File: config.mk
export PLATFORM = sky130hd
export DESIGN_NAME = proc_control_unit
export DESIGN_NICKNAME = d
export VERILOG_FILES = /design/src/rtl/proc_control_unit.sv
export SDC_FILE = /design/constraint.sdc
export NUM_CORES = 1
export LEC_CHECK = 0
export BUFFER_PORTS_ARGS = -buffer_cell sky130_fd_sc_hd__buf_2
export CORE_MARGIN = 4
export CORE_UTILIZATION = 47
export CTS_CLUSTER_SIZE = 40
export DETAILED_ROUTE_END_ITERATION = 8
export PLACE_DENSITY = 0.79
export SLEW_MARGIN = 20
export SYNTH_ARGS = -nofsm -noshare
export SYNTH_HDL_FRONTEND = slang
export SYNTH_SLANG_ARGS = --single-unit
File: constraint.sdc
create_clock -name Clock -period 5.3 [get_ports Clock]
set_input_delay 1.06 -clock Clock [delete_from_list [all_inputs] [get_ports Clock]]
set_output_delay 1.06 -clock Clock [all_outputs]
set_load 0.05 [all_outputs]
File: src/rtl/proc_control_unit.sv
// ============================================================================
// Module   : proc_control_unit
// Purpose  : Instruction-sequencing FSM for the 16-bit datapath. It latches an
//            instruction from DIN in T0 and steps it through T1..T3. Each slot
//            drives the bus-source selects, register/ALU load strobes and Done.
// Options  : PROC_CU_SUB_EN -- when defined, opcode 011 executes sub.
//            When undefined, opcode 011 is reserved and AddSub is tied low.
// Revision : 1.0 - initial release
// ============================================================================
`default_nettype none

module proc_control_unit #(
  parameter int DATA_WIDTH = 16,
  parameter int IR_WIDTH   = 9
) (
  input  logic                  Clock,
  input  logic                  Resetn,
  input  logic                  Run,
  input  logic [DATA_WIDTH-1:0] DIN,
  output logic                  IRin,
  output logic [7:0]            Rout,
  output logic                  Gout,
  output logic                  DINout,
  output logic [7:0]            Rin,
  output logic                  Ain,
  output logic                  Gin,
  output logic                  AddSub,
  output logic                  Done,
  output logic [1:0]            Tstep
);

  typedef enum logic [1:0] {
    T0 = 2'd0,
    T1 = 2'd1,
    T2 = 2'd2,
    T3 = 2'd3
  } tstep_t;

  localparam logic [2:0] OP_MV  = 3'b000;
  localparam logic [2:0] OP_MVI = 3'b001;
  localparam logic [2:0] OP_ADD = 3'b010;
  localparam logic [2:0] OP_SUB = 3'b011;

  tstep_t                state;
  logic [IR_WIDTH-1:0]   ir;
  logic [2:0]            opcode;
  logic [2:0]            reg_x;
  logic [2:0]            reg_y;
  logic                  is_sub;
  logic                  is_alu;

  // Only the low IR_WIDTH bits of DIN carry an instruction; the rest is
  // folded into a sink so it does not look like an accidental dangling input.
  generate
    if (DATA_WIDTH > IR_WIDTH) begin : g_din_hi_sink
      logic unused_din_hi;
      assign unused_din_hi = ^DIN[DATA_WIDTH-1:IR_WIDTH];
    end
  endgenerate

  assign opcode = ir[8:6];
  assign reg_x  = ir[5:3];
  assign reg_y  = ir[2:0];

`ifdef PROC_CU_SUB_EN
  assign is_sub = (opcode == OP_SUB);
`else
  assign is_sub = 1'b0;
`endif
  assign is_alu = (opcode == OP_ADD) || is_sub;

  // Register n sits at bit (7-n): R0 is the MSB of Rout/Rin.
  function automatic logic [7:0] reg_onehot(input logic [2:0] idx);
    return 8'b1000_0000 >> idx;
  endfunction

  // Time-slot sequencer and instruction register.
  always_ff @(posedge Clock or posedge Resetn) begin
    if (Resetn) begin
      state <= T0;
      ir    <= '0;
    end else begin
      case (state)
        T0: begin
          if (Run) begin
            ir    <= DIN[IR_WIDTH-1:0];
            state <= T1;
          end
        end
        T1:      state <= is_alu ? T2 : T0;
        T2:      state <= is_alu ? T3 : T0;
        T3:      state <= T0;
        default: state <= T0;
      endcase
    end
  end

  // Per-slot output decode. Reset forces every output low without a clock.
  always_comb begin
    IRin   = 1'b0;
    Rout   = 8'h00;
    Gout   = 1'b0;
    DINout = 1'b0;
    Rin    = 8'h00;
    Ain    = 1'b0;
    Gin    = 1'b0;
    AddSub = 1'b0;
    Done   = 1'b0;
    if (!Resetn) begin
      case (state)
        T0: begin
          IRin = Run;
        end
        T1: begin
          if (opcode == OP_MV) begin
            Rout = reg_onehot(reg_y);
            Rin  = reg_onehot(reg_x);
            Done = 1'b1;
          end else if (opcode == OP_MVI) begin
            DINout = 1'b1;
            Rin    = reg_onehot(reg_x);
            Done   = 1'b1;
          end else if (is_alu) begin
            Rout = reg_onehot(reg_x);
            Ain  = 1'b1;
          end else begin
            // Reserved opcodes retire immediately with no side effects.
            Done = 1'b1;
          end
        end
        T2: begin
          if (is_alu) begin
            Rout   = reg_onehot(reg_y);
            Gin    = 1'b1;
            AddSub = is_sub;
          end
        end
        T3: begin
          if (is_alu) begin
            Gout = 1'b1;
            Rin  = reg_onehot(reg_x);
            Done = 1'b1;
          end
        end
        default: ;
      endcase
    end
  end

  assign Tstep = state;

endmodule

`default_nettype wire

==> impl_results.md, run 1 <==
- Status: completed
- CP endpoint kind: output port
- CTS tree: built
- H-Tree Depth: 1
- CTS buffer count: 3
- Cell mode on critical path: buf_2
- Post-cts sizing count: 0
- Top Ports: 44
- Final design utilization: 0.610
- Total setup buffers inserted after CTS: 0
- Initial DRC count: 23
- Antenna cells: 0
- Synthesized cell area: 1060 um^2
- DRT antenna net count: 0
- Worst IR Drop VDD: 0.000338 V
- Skew-Pair Late Insertion Delay: 0.27 ns
- Die area: 3070 um^2
- Final WL: 2510 um
- Top FF cell, synth: dfrtp_1
- Final Skew: 0.00245 ns
- Core area: between 2000 and 2500 um^2
- Vias in the first global route: 999
- Post-Synth Adder-Cell Area: 0.0592
- #FFs+latches synth: 11
- Setup Viol. Count Final: 0
- Worst Tran Pin Value: 0.505 ns
- Unrepaired setup endpoints after global routing: false
- Number of remaining DRC errors: 0
- EDFF count, synth: 0
- Final Wtd Congestion: 0.844
- Post-synthesis compound-gate area fraction: 0.195
- XOR/XNOR Fraction of Synth Area: 0
- Hold Fails Final Rpt: 0
- Root Buffer: clkbuf_4
- First-pass GRT wire length: between 4000 and 5000 um
- Worst stage delay on the critical path: 0.55 ns
- DR pass1 iterations: 4
- NumNets Final: 176
- Pwr per Cell Area: 512 nW/um^2
- Worst rel slew slack: 0.663
- Row Count: 16
- Initial antenna violation count: 0
- Tcrit/Tclk final: 0.687
- Via-per-instance ratio: 5.83
- Synthesis-to-finish area growth: 18.0%
- Max cap viols: 0
- Hold Crit Class: flip-flop to flip-flop
- Pins Over Slew Limit: 0
- Post-synthesis sequential area ratio: 0.261
- Crit Path Class: input port to output port
- Post-synthesis mux area share: 0.0960
- LEAKAGE: 0.595 nW
- Post-synth ARST share: 1.00
- Worst path required time: 4.24 ns
- Starting density of the core: 0.517
- Die width: about 55 um
- CP Cell Sequence: buf_2 -> nand2b_1 -> or4_1 -> a22oi_1 -> buf_2
- Max Clock Freq: 274 MHz
- Cell variety after synth: 43
- Setup TNS: 0 ns
- Arr. time, crit path: 2.58 ns
- # clock sinks: 11
- Gr ovfl total: 0
- Post-CTS Hold Fix Bufs: 0
- Largest family of logic cells by synthesized area: simple AND/OR/NAND/NOR gates
- Routed len/inst: 14.1 um
- Syn_nets: 146
- Startpoint Class: input port
- Yosys warnings: 0
- Worst-path clk slew: 0.06 ns
- Cell count after synthesis: 122
- Vias: just over 1,000
- Slowest stage cell, crit path: or4_1
- GRT Total Usage: 0.169
- DPL Wire Length: approximately 1900 um
- CP Max Fanout: 15
- Layout cells sized above 1: 0.325
- Max Root-Sink Buffers: 2
- Largest net degree at the start of global routing: 18
- Synth Area in Simple Gates: 0.328
- Min Tclk post-route: 3.64 ns
- Synth Area per Inst: 8.66 um^2
- Die Span Y: 55.4 um
- Port Buf Inserts: 35
-- power by group --
part           switching [mW]  total (mW)  internal, mW  leakage (nW)
clock                  0.0271      0.0563        0.0292        0.0150
sequential              0.108       0.233         0.124         0.131
combinational           0.205       0.350         0.144         0.449
total                   0.341       0.639         0.298         0.595
-- synthesized netlist by cell type, types with 2 or more instances --
cell type | count | share of area
nand3_1 | 3 | 0.014
inv_1 | 4 | 0.014
buf_2 | 3 | 0.014
a2111oi_1 | 2 | 0.019
nor3b_1 | 4 | 0.028
nand2_1 | 7 | 0.025
nor4_1 | 3 | 0.018
mux2_2 | 9 | 0.096
clkbuf_1 | 5 | 0.018
nor3_1 | 3 | 0.014
dfrtp_1 | 11 | 0.26
nor2b_1 | 3 | 0.018
or3b_1 | 4 | 0.033
ha_1 | 5 | 0.059
o211ai_1 | 2 | 0.014
o41ai_1 | 3 | 0.025
and3_1 | 3 | 0.018
a2111oi_0 | 3 | 0.025
a21oi_1 | 2 | 0.0095
nand3b_1 | 4 | 0.028
o22a_1 | 3 | 0.025
nand2b_1 | 3 | 0.018
o21a_1 | 2 | 0.014
nor2_1 | 12 | 0.043
-- final timing paths --
check / from / to / slack [ns] / cells after the start
setup / recovery: Resetn / Rout[7] / 1.66 / 5
hold / removal: Tstep[1]$_DFFE_PP0P_ / Tstep[1]$_DFFE_PP0P_ / 0.59 / 2
setup reg to reg: ir[7]$_DFFE_PP0P_ / Tstep[1]$_DFFE_PP0P_ / 3.76 / 2
hold reg to reg: Tstep[1]$_DFFE_PP0P_ / Tstep[1]$_DFFE_PP0P_ / 0.59 / 2
max in group asynchronous: Resetn / ir[5]$_DFFE_PP0P_ / 4.11 / 2
min in group asynchronous: Resetn / ir[1]$_DFFE_PP0P_ / 0.85 / 2
-- worst max-delay path, delay by kind of cell --
kind	cells	cell delay, ns
compound gates	1	0.19
simple gates	2	0.91
buf+inv	2	0.42
-- layer usage --
| layer | GRT usage | vias to the layer above | part of all wire |
|---|---|---|---|
| met4 | 0.0938 | 0 | 0.028 |
| met2 | 0.291 | 33 | 0.48 |
| met3 | 0.0163 | 7 | 0.053 |
| met5 | 0 | - | 0 |
| met1 | 0.203 | 475 | 0.44 |
| li1 | - | 523 | - |
-- cell type report --
type                       instances  area [um^2]
timing repair buffer              35          175
fill                             193          796
clock buffer                       4         26.3
sequential                        11          275
multi-input combinational         97          721
tap                               27         33.8
inverter                           4         15.0
-- flip-flops by register name, indices dropped and copies added (netlist names) --
name   cells
ir         9
Tstep      2
-- placed cells by master, fill, tap and decap left out, types with 2 or more instances in the layout --
master and instances:
o41ai_1 3, o211ai_1 2, inv_1 4, nand3b_1 4, a2111oi_1 2, buf_2 35
and3_1 3, nor4_1 3, clkbuf_4 3, nor3b_1 4, a21oi_1 2, nand2b_1 3
o21a_1 2, nor2_1 12, nand3_1 3, dfrtp_1 11, or3b_1 4, nand2_1 7
mux2_2 9, a2111oi_0 3, nor3_1 3, ha_1 5, o22a_1 3, nor2b_1 3
-- through the flow --
step / instances / total power, mW / worst slack (ns) / hold WS, ns / area [um^2]
2_1_floorplan: 122 / 0.514 / 1.13 / 0.576 / 1060
5_1_grt: 178 / 0.697 / 1.58 / 0.629 / 1250
6_report: 178 / 0.639 / 1.66 / 0.592 / 1250
4_1_cts: 178 / 0.641 / 1.67 / 0.596 / 1250
3_3_place_gp: 174 / 0.566 / 1.66 / 0.560 / 1220
3_5_place_dp: 174 / 0.580 / 1.67 / 0.581 / 1220
-- logic make-up (layout without fill, tap and decap cells) --
| logic type | count (synthesis) | after routing |
|---|---|---|
| mux | 9 | 9 |
| other cells | 1 | 1 |
| simple gates | 57 | 57 |
| fa+ha+maj | 5 | 5 |
| compound gates | 25 | 25 |
| flops | 11 | 11 |
| buf+inv | 14 | 43 |
No activity file was read; power rests on OpenSTA's default activity.
==> inputs of run 2 (changes only) <==
--- a/config.mk
+++ b/config.mk
@@ -7,10 +7,10 @@
 export LEC_CHECK = 0
 export BUFFER_PORTS_ARGS = -buffer_cell sky130_fd_sc_hd__buf_2
 export CORE_MARGIN = 4
-export CORE_UTILIZATION = 47
+export CORE_UTILIZATION = 43
 export CTS_CLUSTER_SIZE = 40
 export DETAILED_ROUTE_END_ITERATION = 8
-export PLACE_DENSITY = 0.79
+export PLACE_DENSITY = 0.76
 export SLEW_MARGIN = 20
 export SYNTH_ARGS = -nofsm -noshare
 export SYNTH_HDL_FRONTEND = slang
==> constraint.sdc (replaced) <==
create_clock -name Clock -period 3.1 [get_ports Clock]
set_input_delay 0.62 -clock Clock [delete_from_list [all_inputs] [get_ports Clock]]
set_output_delay 0.62 -clock Clock [all_outputs]
set_load 0.05 [all_outputs]
==> impl_results.md, run 2 (synthesized netlist as in run 1, its figures left out) <==
- Status: completed (unchanged)
- Register-to-register setup slack: 1.53 ns (was 3.76 ns)
- Dpl cells: 177 (was 174)
- First-pass GRT wire length: 4400 um (was 4350 um)
- Worst setup margin: 0.218 ns (was 1.66 ns)
- Total setup buffers inserted after CTS: 0 (unchanged)
- Buf+Inv Stages, Crit Path: 2 (unchanged)
- Largest net degree at the start of global routing: 18 (unchanged)
- Worst R2R End: Tstep[1]$_DFFE_PP0P_ (unchanged)
- Reg2reg start: ir[7]$_DFFE_PP0P_ (unchanged)
- CTS tree: built (unchanged)
- Number of remaining DRC errors: 0 (unchanged)
- Routed len/inst: 14.6 um (was 14.1 um)
- Max reg flops: 9 (unchanged)
- Arr. time, crit path: 2.26 ns (was 2.58 ns)
- Vias in the first global route: 1,002 (was 999)
- NumNets Final: 178 (was 176)
- Initial antenna violation count: 0 (unchanged)
- DR pass1 iterations: 4 (unchanged)
- Root Buffer: clkbuf_4 (unchanged)
- LEAKAGE: 0.608 nW (was 0.595 nW)
- Post-cts sizing count: 0 (unchanged)
- Crit Path Class: flip-flop to output port (was input port to output port)
- Slowest stage cell, crit path: or4_1 (unchanged)
- Hold_ws: 0.307 ns (was 0.592 ns)
- Setup Viol. Count Final: 0 (unchanged)
- Port Buf Inserts: 35 (unchanged)
- Max cap viols: 0 (unchanged)
- H-Tree Depth: 1 (unchanged)
- Starting density of the core: 0.464 (was 0.517)
- Pins Over Slew Limit: 0 (unchanged)
- Core area: 2280 um^2 (was 2040 um^2)
- Startpoint Class: flip-flop (was input port)
- Worst path required time: 2.48 ns (was 4.24 ns)
- Via-per-instance ratio: 5.83 (about the same)
- Antenna cells: 0 (unchanged)
- Most frequent cells in the layout: buf_2 (35), nor2_1 (12), dfrtp_1 (11), mux2_2 (9), nand2_1 (7) (unchanged)
- # clock sinks: 11 (unchanged)
- Tcrit/Tclk final: 0.930
- Filler cells: 216 (was 193)
- Worst stage delay on the critical path: 0.53 ns (was 0.55 ns)
- Synthesis-to-finish area growth: 20.7% (was 18.0%)
- Largest register by flop count: ir (unchanged)
- DRT antenna net count: 0 (unchanged)
- GRT Total Usage: 0.162 (was 0.169)
- Hold Crit Class: input port to asynchronous set/reset pin (was flip-flop to flip-flop)
- Hold Fails Final Rpt: 0 (unchanged)
- Gr ovfl total: 0 (unchanged)
- R2r worst-path depth: 2 (unchanged)
- Final Wtd Congestion: 0.821 (was 0.844)
- Worst IR Drop VDD: 0.000554 V (was 0.000338 V)
- Max Clock Freq: 347 MHz
- Row Count: 17 (was 16)
- Vias: 1,056 (was 1,038)
- Fin cells: 181 (was 178)
- CP Max Fanout: 8 (was 15)
- Max Root-Sink Buffers: 2 (unchanged)
- Final WL: 2640 um (was 2510 um)
- Commonest non-fill, non-tap cell in the layout: buf_2 (unchanged)
- Pwr per Cell Area: 880 nW/um^2 (was 512 nW/um^2)
- Worst slack, placed: 0.518 ns (was 1.67 ns)
- Initial DRC count: 16 (was 23)
- Top Ports: 44 (unchanged)
- Post-CTS Hold Fix Bufs: 0 (unchanged)
- CP endpoint kind: output port (unchanged)
- Min Tclk post-route: 2.88 ns
- Skew-Pair Late Insertion Delay: 0.27 ns (about the same)
- DPL Wire Length: 2020 um (was 1940 um)
- Final design utilization: 0.560 (was 0.610)
- CP top delay family: simple AND/OR/NAND/NOR gates (unchanged)
- Setup TNS: 0 ns (unchanged)
- CP Cell Sequence: inv_1 -> ha_1 -> nand2b_4 -> or4_1 -> a22oi_2 -> buf_2 (was buf_2 -> nand2b_1 -> or4_1 -> a22oi_1 -> buf_2)
- Unrepaired setup endpoints after global routing: false (unchanged)
- Worst-path clk slew: 0.06 ns (about the same)
- CTS buffer count: 3 (unchanged)
- Final Skew: 0.00573 ns (was 0.00245 ns)
- Die Span Y: 57.6 um (was 55.4 um)
- Layout cells sized above 1: 0.353 (was 0.325)
- Die area: 3310 um^2 (was 3070 um^2)
- Die width: 57.6 um (was 55.4 um)
## run 2: cell types whose count changed in the layout (fill, tap and decap cells not counted)
cell and delta:
a22oi_2 +1, clkbuf_1 -1, nor4b_1 -1, clkinv_2 +1, nor4b_2 +1, buf_4 +2, a22oi_1 -1
## run 2: where the power goes
part	switching (mW)	internal [mW]	total (mW)	leakage, nW
registers	0.205	0.212	0.417	0.131
logic	0.355	0.255	0.610	0.459
clock network	0.0466	0.0478	0.0943	0.0177
total	0.607	0.514	1.12	0.608
## run 2: worst max path at each step
stage	startpoint	endpoint	slack, ns	cells after the start
floorplan	Tstep[0]$_DFFE_PP0P_	Rout[4]	0.08	5
global placement	Resetn	Rout[7]	0.55	5
detailed placement	Tstep[0]$_DFFE_PP0P_	Rout[7]	0.52	6
CTS	Tstep[0]$_DFFE_PP0P_	Rout[7]	0.22	6
global route	Tstep[1]$_DFFE_PP0P_	Rout[0]	0.09	6
finish	Tstep[0]$_DFFE_PP0P_	Rout[7]	0.22	6
## run 2: final cells by class
class | instances | area [um^2] | area share
Tap cell | 28 | 35.0 | 0.0275
Multi-Input combinational cell | 97 | 732 | 0.574
Clock inverter | 1 | 5.00 | 0.00393
Timing Repair Buffer | 37 | 190 | 0.149
Sequential cell | 11 | 275 | 0.216
Inverter | 4 | 15.0 | 0.0118
Clock buffer | 3 | 22.5 | 0.0177
## run 2: layer usage
metal	track usage	wire [um]
met3	0.0113	113
met1	0.206	1210
met5	0	0
met4	0.0563	29
met2	0.287	1290
## run 2: per-stage QoR
stage	instance area (um^2)	total power, mW
2_1_floorplan	1070	0.885
3_3_place_gp	1250	0.994
3_5_place_dp	1250	1.02
4_1_cts	1270	1.12
5_1_grt	1270	1.21
6_report	1270	1.12
